## config.mk

```make
export PLATFORM = sky130hd
export DESIGN_NAME = ps2_rx_framer
export DESIGN_NICKNAME = d
export VERILOG_FILES = /design/src/rtl/ps2_pkg.sv /design/src/rtl/ps2_sync.sv /design/src/rtl/ps2_rx_framer.sv
export SDC_FILE = /design/constraint.sdc
export NUM_CORES = 1
export LEC_CHECK = 0
export ABC_AREA = 1
export BUFFER_PORTS_ARGS = -buffer_cell sky130_fd_sc_hd__buf_2
export CAP_MARGIN = 10
export CORE_UTILIZATION = 40
export CTS_CLUSTER_DIAMETER = 100
export DETAILED_ROUTE_END_ITERATION = 8
export GPL_ROUTABILITY_DRIVEN = 0
export PLACE_DENSITY = 0.61
export REMOVE_ABC_BUFFERS = 1
export SETUP_SLACK_MARGIN = 0.1
export SYNTH_ARGS = -nofsm -noshare
export SYNTH_HDL_FRONTEND = slang
export SYNTH_HIERARCHICAL = 1
export SYNTH_SLANG_ARGS = --single-unit
```

## constraint.sdc

```tcl
create_clock -name clk -period 2.1 [get_ports clk]
set_clock_uncertainty 0.2 [all_clocks]
set_input_delay 0.105 -clock clk [delete_from_list [all_inputs] [get_ports clk]]
set_output_delay 0.105 -clock clk [all_outputs]
set_load 0.005 [all_outputs]
```

## src/rtl/ps2_pkg.sv

```systemverilog
// Shared constants and state encodings for the PS/2 receive path.
package ps2_pkg;

  localparam logic [7:0] PS2_BREAK      = 8'hF0;
  localparam logic [7:0] PS2_EXT        = 8'hE0;
  localparam int         PS2_FRAME_BITS = 11;

  typedef enum logic {
    RX_IDLE,
    RX_SHIFT
  } rx_state_t;

  // F_EXT / F_EXT_BREAK are only entered when extended-code handling is built in.
  typedef enum logic [1:0] {
    F_IDLE,
    F_BREAK,
    F_EXT,
    F_EXT_BREAK
  } fr_state_t;

  // Odd parity over data+parity: an even count of ones is an error.
  function automatic logic odd_par_err(input logic [8:0] data_par);
    return ~^data_par;
  endfunction

endpackage

```

## src/rtl/ps2_sync.sv

```systemverilog
// Pin synchroniser (reset to idle-high) with falling-edge detector.
module ps2_sync #(
  parameter int STAGES = 2
) (
  input  logic clk,
  input  logic reset_n,
  input  logic pin,
  output logic level,
  output logic fall
);

  // sync_q[STAGES-1] is the synchronised level, sync_q[STAGES] its previous value.
  logic [STAGES:0] sync_q;

  // Shift the raw pin through the synchroniser chain.
  always_ff @(posedge clk) begin
    if (!reset_n) sync_q <= '1;
    else          sync_q <= {sync_q[STAGES-1:0], pin};
  end

  assign level = sync_q[STAGES-1];
  assign fall  = sync_q[STAGES] & ~sync_q[STAGES-1];

endmodule

```

## src/rtl/ps2_rx_framer.sv

```systemverilog
// PS/2 device-to-host receiver and scan-code framer.
// Build option: define PS2_EXT_EN to absorb E0 prefixes (E0 xx -> make xx,
// E0 F0 xx -> break F0/xx). Without it E0 is framed as an ordinary make byte.
module ps2_rx_framer
  import ps2_pkg::*;
#(
  parameter int SYNC_STAGES    = 2,
  parameter int TIMEOUT_CYCLES = 5000
) (
  input  logic       clk,
  input  logic       reset_n,
  input  logic       ps2_clk,
  input  logic       ps2_data,
  output logic [7:0] code1,
  output logic [7:0] code2,
  output logic       par_err1,
  output logic       par_err2,
  output logic       code_valid,
  output logic       frame_err
);

  localparam int         TW       = $clog2(TIMEOUT_CYCLES + 1);
  localparam logic [TW-1:0] TMO_LAST = TW'(TIMEOUT_CYCLES - 1);
  localparam logic [3:0] BIT_LAST = 4'(PS2_FRAME_BITS - 1);

  logic clk_lvl, clk_fall, data_lvl;

  ps2_sync #(.STAGES(SYNC_STAGES)) u_sync_clk (
    .clk(clk), .reset_n(reset_n), .pin(ps2_clk), .level(clk_lvl), .fall(clk_fall)
  );

  ps2_sync #(.STAGES(SYNC_STAGES)) u_sync_data (
    .clk(clk), .reset_n(reset_n), .pin(ps2_data), .level(data_lvl), .fall()
  );

  rx_state_t      rx_state;
  fr_state_t      fr_state;
  logic [3:0]     bit_cnt;
  logic [8:0]     shreg;      // {parity, data[7:0]} once bits 1..9 are in
  logic [TW-1:0]  tmo;

  logic       tmo_hit, at_stop, byte_done, rx_fail;
  logic [7:0] rx_byte;
  logic       rx_perr;

  // Timeout wins over a coincident edge; a completed byte needs a good stop bit.
  assign tmo_hit   = (rx_state == RX_SHIFT) && (tmo == TMO_LAST);
  assign at_stop   = (rx_state == RX_SHIFT) && (bit_cnt == BIT_LAST);
  assign byte_done = !tmo_hit && clk_fall && at_stop && data_lvl;
  assign rx_fail   = tmo_hit ||
                     (clk_fall && (((rx_state == RX_IDLE) && data_lvl) ||
                                   (at_stop && !data_lvl)));
  assign rx_byte   = shreg[7:0];
  assign rx_perr   = odd_par_err(shreg);

  // Receiver FSM: start/data/parity/stop sampling on synchronised falling edges.
  always_ff @(posedge clk) begin
    if (!reset_n) begin
      rx_state  <= RX_IDLE;
      bit_cnt   <= '0;
      shreg     <= '0;
      tmo       <= '0;
      frame_err <= 1'b0;
    end else begin
      frame_err <= rx_fail;
      if (tmo_hit) begin
        rx_state <= RX_IDLE;
        bit_cnt  <= '0;
        tmo      <= '0;
      end else if (clk_fall) begin
        tmo <= '0;
        case (rx_state)
          RX_IDLE: begin
            if (!data_lvl) begin
              rx_state <= RX_SHIFT;
              bit_cnt  <= 4'd1;
            end
          end
          RX_SHIFT: begin
            if (bit_cnt == BIT_LAST) begin
              rx_state <= RX_IDLE;
              bit_cnt  <= '0;
            end else begin
              shreg   <= {data_lvl, shreg[8:1]};
              bit_cnt <= bit_cnt + 4'd1;
            end
          end
          default: rx_state <= RX_IDLE;
        endcase
      end else if (rx_state == RX_SHIFT) begin
        tmo <= tmo + 1'b1;
      end
    end
  end

  // Framer FSM: groups good bytes into make / break codes, held as levels.
  always_ff @(posedge clk) begin
    if (!reset_n) begin
      fr_state   <= F_IDLE;
      code1      <= '0;
      code2      <= '0;
      par_err1   <= 1'b0;
      par_err2   <= 1'b0;
      code_valid <= 1'b0;
    end else begin
      code_valid <= 1'b0;
      if (rx_fail) begin
        fr_state <= F_IDLE;
      end else if (byte_done) begin
        case (fr_state)
          F_IDLE: begin
            code1    <= rx_byte;
            code2    <= '0;
            par_err1 <= rx_perr;
            par_err2 <= 1'b0;
            if (rx_byte == PS2_BREAK) begin
              fr_state <= F_BREAK;
            end
`ifdef PS2_EXT_EN
            else if (rx_byte == PS2_EXT) begin
              // Prefix is absorbed: restore nothing visible, just remember it.
              code1    <= code1;
              code2    <= code2;
              par_err1 <= par_err1;
              par_err2 <= par_err2;
              fr_state <= F_EXT;
            end
`endif
            else begin
              code_valid <= 1'b1;
            end
          end
`ifdef PS2_EXT_EN
          F_EXT: begin
            code1    <= rx_byte;
            code2    <= '0;
            par_err1 <= rx_perr;
            par_err2 <= 1'b0;
            if (rx_byte == PS2_BREAK) begin
              fr_state <= F_EXT_BREAK;
            end else begin
              code_valid <= 1'b1;
              fr_state   <= F_IDLE;
            end
          end
          F_EXT_BREAK: begin
            code2      <= rx_byte;
            par_err2   <= rx_perr;
            code_valid <= 1'b1;
            fr_state   <= F_IDLE;
          end
`endif
          F_BREAK: begin
            code2      <= rx_byte;
            par_err2   <= rx_perr;
            code_valid <= 1'b1;
            fr_state   <= F_IDLE;
          end
          default: fr_state <= F_IDLE;
        endcase
      end
    end
  end

  // Synchronised clock level is only needed for edge detection.
  logic unused_ok;
  assign unused_ok = clk_lvl;

endmodule

```

==> flow_summary.ini <==
[status]
status = finished clean

[clock_network]
cts_buffer_depth = 2
cts-root-buf = clkbuf_8
clkSlewWorstSetupHoldPaths_ns = 0.08
clkLatencyLatePin_ns = 0.30
ctsResizeCount = 0
cts.sinks = 53
cts_buffers = 5
htree_levels = 2
cts_tree = done

[placed_design]
portBuffers = 23
dp_hpwl_um = 3235

[global_routing]
grt_usage_pct = 15.76
antenna_found_initial = 0
grt_max_degree = 20
grt_pass1_wl_um = 7976
grt_pass1_vias = 1822
grt_remaining_overflow = 0

[sta]
layout_min_cycle_time_ns = 1.763
maxSlewHeadroom_pct = 73.68
rsz0062_at_grt = no
hold_violations = 0
period_share_pct = 83.97
tns_ns = 0
finalSetupViolCount = 0
holdWs_ns = 0.2079
fmax_ghz = 0.5671
tightest_slew_ns = 0.3934
slew_viol_final = 0

[die]
dieArea_um2 = 6390
die_h_um = 79.94
num_rows = 28
pin_count = 24
dieWidth_um = 79.94
coreArea_um2 = 5886
start_util_pct = 41.28

[routing]
first_pass_iters = 6
num_vias = 1988
drc = 0
drt-total-wl_um = 4458
avgRoutedWirePerCell_um = 10.15
drt_iter0_markers = 96
drt-vias-per-instance = 4.528
postRouteAntennaNets = 0

[layout]
nets = 375
fillers = 619
multi_input_area_um2 = 1126
syn_to_final_growth_pct = 11.64
layout_common_cells = nand2_1, nor2_1, dfxtp_1
layout-drive-gt1-share_pct = 14.29
n_antenna_cell = 0
register_area_um2 = 1061
final_common_cell = nand2_1

[pwr]
clockPowerShare_pct = 34.8
power_per_cell_area_nw_per_um2 = 600.0
power_frac_seq_pct = 62.2
leakage_nw = 1.300
sw_frac_of_total_pct = 20.81
combPwrFrac_pct = 3.0
peakVddDrop_v = 0.0004775
switching_power_mw = 0.3388
internal-power_mw = 1.289

[worst_setup_path]
arrival_ns = 1.80
cp_max_fo = 10
critPathMaxStageDelay_ns = 0.38
startpoint_type = flip-flop
end_kind = flip-flop
cp_cell_sequence = inv_1 > ha_1 > nand2_1 > nor2_2 > nor2_1 > nand2_2 > inv_2 > nor2_1 > nor2_1
required_ns = 2.14
path_class = flip-flop to flip-flop
critPathSlowestCell = dfxtp_1
crit_path_frequent_cell = nor2_1

[synthesis]
syn_area_um2 = 2430
syn_inst = 336
avgSynthCellArea_um2 = 7.232
ys_warn_count = 6

[hold_path]
hold_class = flip-flop to flip-flop

[run]
max_cap_violations = 0
-- per-layer routing --
metal  up-vias  part of all wire (%)  track usage, %
li1       1074                     -               -
met1       877                    53           21.11
met2        31                    43           24.87
met3         6                   3.2           3.429
met4         0                   1.5           5.357
met5         -                     0               0
-- flip-flops by register name, indices dropped and copies added (netlist names) --
signal / cells
frame_err: 1
shreg: 9
code2: 8
bit_cnt: 4
code1: 8
code_valid: 1
par_err1: 1
u_sync_data/sync_q: 2
tmo: 13
fr_state: 1
u_sync_clk/sync_q: 3
par_err2: 1
rx_state: 1
-- repair_timing --
item | CTS | global route
buffers inserted | 0 | 0
endpoints found under the hold margin | 9 | 0
hold buffers | 3 | 0
-- path summary, 6_finish.rpt --
path	start	end	slack, ns	cells after the start
min reg2reg	u_sync_data/sync_q[0]	u_sync_data/sync_q[1]	0.21	2
max reg2reg	bit_cnt[0]	shreg[0]	0.34	9
max	bit_cnt[0]	shreg[0]	0.34	9
min	u_sync_data/sync_q[0]	u_sync_data/sync_q[1]	0.21	2
-- power by group through the flow --
stage / clock (mW) / combinational (mW) / sequential, mW
after global routing: 0.631 / 0.0555 / 1.01
after CTS: 0.597 / 0.0497 / 1.01
after detailed placement: 0 / 0.0453 / 1.04
after floorplan: 0 / 0.0255 / 1.04
after global placement: 0 / 0.0447 / 1.04
final: 0.566 / 0.0489 / 1.01
-- metrics by stage --
stage	setup WS (ns)	std cells	util [%]	cell area, um^2	power, mW
finish	0.3366	439	46.09	2713	1.628
global route	0.1323	439	46.09	2713	1.701
CTS	0.3162	439	46.09	2713	1.660
detailed placement	0.3290	429	44.11	2596	1.082
global placement	0.3602	429	44.11	2596	1.082
floorplan	0.5497	329	-	2372	1.062
-- critical path, delay by kind of cell (launching register included) --
family,cells,cell delay [ns]
and+or+nand+nor,6,0.70
DFF,1,0.38
buffers and inverters,2,0.24
adders and majority gates,1,0.19
-- area by class of cell --
type / count / share of cell area [%]
clock buffer: 7 / 3.183
inverter: 49 / 6.827
multi-input combinational: 227 / 41.51
sequential: 53 / 39.11
tap: 75 / 3.459
timing repair buffer: 28 / 5.904
(Power assumes the default switching activity.)
